[config.mk]
export PLATFORM = sky130hd
export DESIGN_NAME = mru_unique_tracker_flat
export DESIGN_NICKNAME = d
export VERILOG_FILES = /design/src/rtl/mru_pkg.sv /design/src/rtl/mru_unique_tracker_if.sv /design/src/rtl/mru_match_enc.sv /design/src/rtl/mru_unique_tracker.sv /design/src/flat_wrapper.sv
export SDC_FILE = /design/constraint.sdc
export NUM_CORES = 1
export LEC_CHECK = 0
export BUFFER_PORTS_ARGS = -buffer_cell sky130_fd_sc_hd__buf_2
export CAP_MARGIN = 5
export CORE_UTILIZATION = 40
export DETAILED_ROUTE_END_ITERATION = 8
export GPL_ROUTABILITY_DRIVEN = 0
export PLACE_DENSITY = 0.6
export SYNTH_ARGS = -nofsm -noshare
export SYNTH_HDL_FRONTEND = slang
export SYNTH_SLANG_ARGS = --single-unit
export TNS_END_PERCENT = 5
[constraint.sdc]
create_clock -name clk_in -period 4 [get_ports clk_in]
set_input_delay 0.2 -clock clk_in [delete_from_list [all_inputs] [get_ports clk_in]]
set_output_delay 0.2 -clock clk_in [all_outputs]
set_load 0.01 [all_outputs]
[src/rtl/mru_pkg.sv]
// Shared types and helpers for the MRU unique-value tracker.
package mru_pkg;

  localparam int unsigned MAX_DEPTH = 64;
  localparam int unsigned MAX_IDX_W = 6;

  // Result of one applied beat; idx is sized for MAX_DEPTH and narrowed by users.
  typedef struct packed {
    logic                 hit;
    logic                 miss;
    logic [MAX_IDX_W-1:0] idx;
  } mru_result_t;

  // ceil(log2(n)), never less than 1 so a one-bit index always exists.
  function automatic int unsigned clog2_min1(input int unsigned n);
    int unsigned r;
    r = 0;
    for (int i = 0; i < 32; i++) begin
      if ((64'd1 << i) < 64'(n)) r++;
    end
    if (r == 0) r = 1;
    return r;
  endfunction

endpackage

[src/rtl/mru_unique_tracker_if.sv]
// Data/flush inputs and list/result outputs of the MRU tracker.
// MRU_STATS_EN adds the hit_cnt_o / miss_cnt_o statistics outputs.
interface mru_unique_tracker_if
  import mru_pkg::*;
#(
  parameter int unsigned DATA_W = 8,
  parameter int unsigned DEPTH  = 4,
  parameter int unsigned IDX_W  = clog2_min1(DEPTH)
);

  logic                    in_valid_in;
  logic [DATA_W-1:0]       data_in;
  logic                    flush_in;
  logic [DEPTH*DATA_W-1:0] out_data_o;
  logic [DEPTH-1:0]        out_valid_o;
  logic                    hit_o;
  logic                    miss_o;
  logic [IDX_W-1:0]        hit_idx_o;
  logic [IDX_W:0]          count_o;

`ifdef MRU_STATS_EN
  logic [31:0]             hit_cnt_o;
  logic [31:0]             miss_cnt_o;

  modport master (
    output in_valid_in, data_in, flush_in,
    input  out_data_o, out_valid_o, hit_o, miss_o, hit_idx_o, count_o,
    input  hit_cnt_o, miss_cnt_o
  );
  modport slave (
    input  in_valid_in, data_in, flush_in,
    output out_data_o, out_valid_o, hit_o, miss_o, hit_idx_o, count_o,
    output hit_cnt_o, miss_cnt_o
  );
`else
  modport master (
    output in_valid_in, data_in, flush_in,
    input  out_data_o, out_valid_o, hit_o, miss_o, hit_idx_o, count_o
  );
  modport slave (
    input  in_valid_in, data_in, flush_in,
    output out_data_o, out_valid_o, hit_o, miss_o, hit_idx_o, count_o
  );
`endif

endinterface

[src/rtl/mru_match_enc.sv]
// Collapses the per-slot match vector into any-hit and a binary hit index.
module mru_match_enc #(
  parameter int unsigned DEPTH = 4,
  parameter int unsigned IDX_W = 2
) (
  input  logic [DEPTH-1:0] i_eq,
  output logic             o_any_hit_c,
  output logic [IDX_W-1:0] o_hit_idx_c
);

  assign o_any_hit_c = |i_eq;

  // Valid entries are distinct, so at most one bit is set and OR-encoding is exact.
  always_comb begin
    o_hit_idx_c = '0;
    for (int k = 0; k < int'(DEPTH); k++) begin
      if (i_eq[k]) o_hit_idx_c = o_hit_idx_c | IDX_W'(k);
    end
  end

endmodule

[src/rtl/mru_unique_tracker.sv]
// Move-to-front list of the last DEPTH distinct values with hit/miss reporting.
// Define MRU_STATS_EN to add saturating 32-bit hit/miss counters.
module mru_unique_tracker
  import mru_pkg::*;
#(
  parameter int unsigned DATA_W = 8,
  parameter int unsigned DEPTH  = 4,
  parameter int unsigned IDX_W  = clog2_min1(DEPTH)
) (
  input  logic                clk_in,
  input  logic                reset_n_in,
  mru_unique_tracker_if.slave mru_if
);

  localparam int unsigned       CNT_W = IDX_W + 1;
  localparam logic [CNT_W-1:0] FULL  = CNT_W'(DEPTH);

  logic                         r_rx_valid;
  logic [DATA_W-1:0]            r_rx_data;
  logic [DEPTH-1:0][DATA_W-1:0] r_slot;
  logic [DEPTH-1:0]             r_valid;
  logic [CNT_W-1:0]             r_count;
  mru_result_t                  r_res;

  logic [DEPTH-1:0]             w_eq;
  logic [DEPTH-1:1]             w_shift_en;
  logic                         w_any_hit;
  logic [IDX_W-1:0]             w_hit_idx;

  // Input stage; a beat arriving alongside flush is dropped here.
  always_ff @(posedge clk_in or negedge reset_n_in) begin
    if (!reset_n_in) begin
      r_rx_valid <= 1'b0;
      r_rx_data  <= '0;
    end else begin
      r_rx_valid <= mru_if.in_valid_in & ~mru_if.flush_in;
      r_rx_data  <= mru_if.data_in;
    end
  end

  always_comb begin
    w_eq = '0;
    for (int k = 0; k < int'(DEPTH); k++) begin
      w_eq[k] = r_valid[k] && (r_slot[k] == r_rx_data);
    end
  end

  mru_match_enc #(
    .DEPTH (DEPTH),
    .IDX_W (IDX_W)
  ) u_match_enc (
    .i_eq        (w_eq),
    .o_any_hit_c (w_any_hit),
    .o_hit_idx_c (w_hit_idx)
  );

  // Slot k shifts down when the hit lies at or beyond k, or on any miss.
  always_comb begin
    w_shift_en = '0;
    for (int k = 1; k < int'(DEPTH); k++) begin
      w_shift_en[k] = (|(w_eq >> k)) | ~w_any_hit;
    end
  end

  always_ff @(posedge clk_in or negedge reset_n_in) begin
    if (!reset_n_in) begin
      r_slot  <= '0;
      r_valid <= '0;
      r_count <= '0;
      r_res   <= '0;
    end else if (mru_if.flush_in) begin
      r_valid <= '0;
      r_count <= '0;
      r_res   <= '0;
    end else begin
      r_res <= '0;
      if (r_rx_valid) begin
        r_slot[0] <= r_rx_data;
        for (int k = 1; k < int'(DEPTH); k++) begin
          if (w_shift_en[k]) r_slot[k] <= r_slot[k-1];
        end
        if (w_any_hit) begin
          r_res.hit <= 1'b1;
          r_res.idx <= MAX_IDX_W'(w_hit_idx);
        end else begin
          r_res.miss <= 1'b1;
          r_valid    <= {r_valid[DEPTH-2:0], 1'b1};
          if (r_count != FULL) r_count <= r_count + CNT_W'(1);
        end
      end
    end
  end

  assign mru_if.out_data_o  = r_slot;
  assign mru_if.out_valid_o = r_valid;
  assign mru_if.hit_o       = r_res.hit;
  assign mru_if.miss_o      = r_res.miss;
  assign mru_if.hit_idx_o   = IDX_W'(r_res.idx);
  assign mru_if.count_o     = r_count;

`ifdef MRU_STATS_EN
  logic [31:0] r_hit_cnt;
  logic [31:0] r_miss_cnt;

  // Counters advance on the same edge that raises the matching pulse.
  always_ff @(posedge clk_in or negedge reset_n_in) begin
    if (!reset_n_in) begin
      r_hit_cnt  <= '0;
      r_miss_cnt <= '0;
    end else if (mru_if.flush_in) begin
      r_hit_cnt  <= '0;
      r_miss_cnt <= '0;
    end else if (r_rx_valid) begin
      if (w_any_hit && (r_hit_cnt != '1))   r_hit_cnt  <= r_hit_cnt + 32'd1;
      if (!w_any_hit && (r_miss_cnt != '1)) r_miss_cnt <= r_miss_cnt + 32'd1;
    end
  end

  assign mru_if.hit_cnt_o  = r_hit_cnt;
  assign mru_if.miss_cnt_o = r_miss_cnt;
`endif

endmodule

[src/flat_wrapper.sv]
// flat-port wrapper written by rule: the top's interface ports become plain ports
module mru_unique_tracker_flat import mru_pkg::*;
#(
  parameter int unsigned DATA_W = 8,
  parameter int unsigned DEPTH  = 4,
  parameter int unsigned IDX_W  = clog2_min1(DEPTH)
)
  (clk_in, reset_n_in, mru_if_in_valid_in, mru_if_data_in, mru_if_flush_in, mru_if_out_data_o, mru_if_out_valid_o, mru_if_hit_o, mru_if_miss_o, mru_if_hit_idx_o, mru_if_count_o);
  mru_unique_tracker_if #(.DATA_W(DATA_W), .DEPTH(DEPTH), .IDX_W(IDX_W)) mru_if_i ();
  input  logic clk_in;
  input  logic reset_n_in;
  input wire logic [$bits(mru_if_i.in_valid_in)-1:0] mru_if_in_valid_in;
  input wire logic [$bits(mru_if_i.data_in)-1:0] mru_if_data_in;
  input wire logic [$bits(mru_if_i.flush_in)-1:0] mru_if_flush_in;
  output wire logic [$bits(mru_if_i.out_data_o)-1:0] mru_if_out_data_o;
  output wire logic [$bits(mru_if_i.out_valid_o)-1:0] mru_if_out_valid_o;
  output wire logic [$bits(mru_if_i.hit_o)-1:0] mru_if_hit_o;
  output wire logic [$bits(mru_if_i.miss_o)-1:0] mru_if_miss_o;
  output wire logic [$bits(mru_if_i.hit_idx_o)-1:0] mru_if_hit_idx_o;
  output wire logic [$bits(mru_if_i.count_o)-1:0] mru_if_count_o;
  assign mru_if_i.in_valid_in = mru_if_in_valid_in;
  assign mru_if_i.data_in = mru_if_data_in;
  assign mru_if_i.flush_in = mru_if_flush_in;
  assign mru_if_out_data_o = mru_if_i.out_data_o;
  assign mru_if_out_valid_o = mru_if_i.out_valid_o;
  assign mru_if_hit_o = mru_if_i.hit_o;
  assign mru_if_miss_o = mru_if_i.miss_o;
  assign mru_if_hit_idx_o = mru_if_i.hit_idx_o;
  assign mru_if_count_o = mru_if_i.count_o;
  mru_unique_tracker #(.DATA_W(DATA_W), .DEPTH(DEPTH), .IDX_W(IDX_W)) u_core (.clk_in(clk_in), .reset_n_in(reset_n_in), .mru_if(mru_if_i));
endmodule
==> results.sh <==
export IMPL_worst_pin_slew_ps=653
export IMPL_io_pin_count=55
export IMPL_clock_latency_ps=300
export IMPL_cts_setup_buffers=0
export IMPL_die_x_um=80.2
export IMPL_drv_slew=0
export IMPL_finClkSkew_ps=4.96
export IMPL_synthesis_area_sq_mm=0.00245
export IMPL_setup_violations=0
export IMPL_grt_start_max_net_pins=53
export IMPL_grt_pass1_wl_um=8110
export IMPL_final_nets=276
export IMPL_fin_crit_ps=2510
export IMPL_required_ps=4190
export IMPL_grt_antenna_before_repair=0
export IMPL_start_kind="flip-flop"
export IMPL_core_area_sq_mm=0.00592
export IMPL_fin_crit_sh_pct=62.8
export IMPL_syn_to_final_growth_pct=18.7
export IMPL_synth_top_cell_area_share_pct=53.2
export IMPL_rsz0062_at_grt="false"
export IMPL_seq_area_frac_synth_pct=53.2
export IMPL_hold_buffers=8
export IMPL_wl_per_cell_um=15.0
export IMPL_drc=0
export IMPL_hold_path_class="in -> async"
export IMPL_synthCells=204
export IMPL_grt_ovfl_total=0
export IMPL_portBuffers=54
export IMPL_rr_worst_depth=6
export IMPL_n_antenna_cell=0
export IMPL_cp_data_arrival_time_ps=2710
export IMPL_max_freq_mhz=398
export IMPL_ctsResizeCount=0
export IMPL_rrSetupSlack_ps=1490
export IMPL_via_count=1600
export IMPL_relSlewSlack_pct=56.5
export IMPL_cts_buffer_depth=2
export IMPL_routed_via_density=4.73
export IMPL_rows=28
export IMPL_clk_pin_slew_ps=90
export IMPL_grt_use_total_pct=17.3
export IMPL_dr_pass1_iters=4
export IMPL_r2r_start="u_core.r_rx_data[6]"
export IMPL_synth_nets=218
export IMPL_die_h_um=80.2
export IMPL_root_buffer="clkbuf_8"
export IMPL_critPathMaxFanout=8
export IMPL_placed_area_sq_mm=0.00273
export IMPL_clkSinkCount=52
export IMPL_avgSynthCellArea_sq_um=12.0
export IMPL_layout_common_cells="54 x buf_2, 52 x dfrtp_1, 32 x xnor2_1"
export IMPL_yosysTopAreaCell="dfrtp_1"
export IMPL_critPathKind="reg -> reg"
export IMPL_end_kind="flip-flop"
export IMPL_grt_pass1_vias=1582
export IMPL_nFillCells=560
export IMPL_start_util_pct=41.3
export IMPL_mostFrequentLayoutCell="buf_2"
export IMPL_dieArea_sq_mm=0.00643
export IMPL_maxCapViolCount=0
export IMPL_peakVddDrop_mv=0.237
export IMPL_tns_ps=0
export IMPL_power_density_mw_per_mm2=519
export IMPL_drt_iter0_drc=76
export IMPL_synth_cell_type_count=31
export IMPL_cts_tree="built"
export IMPL_dp_hpwl_um=3700
export IMPL_synth_yosys_warnings=0
export IMPL_numCtsBuffers=5
export IMPL_drive_gt1_share_pct=36.9
export IMPL_wirelength_um=5070
export IMPL_htree_levels=2
export IMPL_status="complete, no violations"
export IMPL_power_leakage_nw=1.36
export IMPL_ys_seq_elements=52
export IMPL_synthTopCellsByArea="dfrtp_1 53%, xnor2_1 11%, mux2_2 11%"
export IMPL_hold_violations=0
export IMPL_stdcell_area_sq_mm=0.00290
export IMPL_ant_nets=0
export IMPL_r2r_end="u_core.mru_if.out_data_o[9]"
==> sequential cells by signal (all words and copies together), names as in the netlist <==
register	flops
u_core.mru_if.out_valid_o	4
u_core.mru_if.hit_o	1
u_core.mru_if.out_data_o	32
u_core.mru_if.count_o	3
u_core.mru_if.hit_idx_o	2
u_core.r_rx_data	8
u_core.mru_if.miss_o	1
u_core.r_rx_valid	1
==> kinds of logic (layout without fill, tap and decap cells) <==
logic type               count (synthesis)  after routing  synth area share, %
AO/OA/AOI/OAI                            7              7                 3.22
XOR/XNOR                                32             32                 11.5
adder cells (fa/ha/maj)                  2              2                 1.02
buffers and inverters                   17             76                 4.45
flip-flops                              52             52                 53.2
multiplexers                            29             29                 13.3
AND/OR/NAND/NOR                         65             65                 13.4
==> where the power goes <==
| group | switching (mW) | internal [mW] |
|---|---|---|
| Clock | 0.169 | 0.138 |
| Sequential | 0.132 | 0.636 |
| Combinational | 0.193 | 0.239 |
| Total | 0.494 | 1.01 |
==> synth_stat cells <==
| cell type | count |
|---|---|
| clkbuf_1 | 3 |
| a2111oi_0 | 1 |
| nand2_1 | 28 |
| xnor2_1 | 32 |
| a21oi_1 | 1 |
| nand2b_4 | 1 |
| nand2b_1 | 8 |
| buf_4 | 8 |
| o21ai_0 | 1 |
| nand3_1 | 4 |
| and2_1 | 1 |
| nand4b_1 | 1 |
| o21ai_2 | 1 |
| and2_2 | 1 |
| mux2_2 | 24 |
| mux2_4 | 1 |
| o21a_1 | 1 |
| nor3_1 | 5 |
| o21ai_4 | 1 |
| nor3_2 | 2 |
| nor2_1 | 7 |
| mux2i_1 | 4 |
| or2_0 | 1 |
| nand4_1 | 4 |
| a2111oi_4 | 1 |
| inv_1 | 4 |
| ha_1 | 2 |
| or2_2 | 1 |
| buf_6 | 2 |
| nor2b_1 | 1 |
| dfrtp_1 | 52 |
==> critical path, stage by stage (launching register included) <==
cell and delay (ps):
dfrtp_1 470, xnor2_1 230, nand3_1 120, nor3_2 260, or2_0 500, o21a_1 450
mux2_2 380
==> metrics by stage <==
step / util, % / power (mW) / std cells / hold WS [ps] / setup WS [ps]
after floorplan: - / 1.03 / 204 / -95.6 / 2070
after global placement: 46.1 / 1.21 / 322 / 308 / 1520
after detailed placement: 46.1 / 1.21 / 322 / 309 / 1490
after CTS: 49.0 / 1.53 / 338 / 26.3 / 1460
after global routing: 49.0 / 1.61 / 338 / 61.3 / 1300
final: 49.0 / 1.51 / 338 / 2.19 / 1490
==> worst max path at each step <==
stage	from	endpoint	slack [ps]	depth (start not counted)
floorplan	u_core.r_rx_data[7]	u_core.mru_if.out_data_o[10]	2070	9
global placement	u_core.r_rx_data[6]	u_core.mru_if.out_data_o[14]	1520	6
detailed placement	u_core.r_rx_data[6]	u_core.mru_if.out_data_o[15]	1490	6
CTS	u_core.r_rx_data[6]	u_core.mru_if.out_data_o[9]	1460	6
global route	u_core.r_rx_data[3]	u_core.mru_if.out_data_o[11]	1300	6
finish	u_core.r_rx_data[6]	u_core.mru_if.out_data_o[9]	1490	6
==> cell type report <==
class	instances	area [sq um]	area share [%]
flip-flops and latches	52	1300	44.8
repair buffers	64	365	12.6
clock buffers	6	82.6	2.84
clock inverters	2	10.0	0.345
inverters	4	15.0	0.517
well taps	75	93.8	3.23
multi-input cells	135	1040	35.7
==> metal layers <==
layer / global-route usage (%) / routed length [um] / vias up
li1: - / - / 783
met1: 24.3 / 2490 / 775
met2: 25.9 / 2330 / 38
met3: 3.75 / 172 / 4
met4: 6.43 / 70 / 0
met5: 0 / 0 / -
Note: power is estimated with default switching activity, not from simulation.
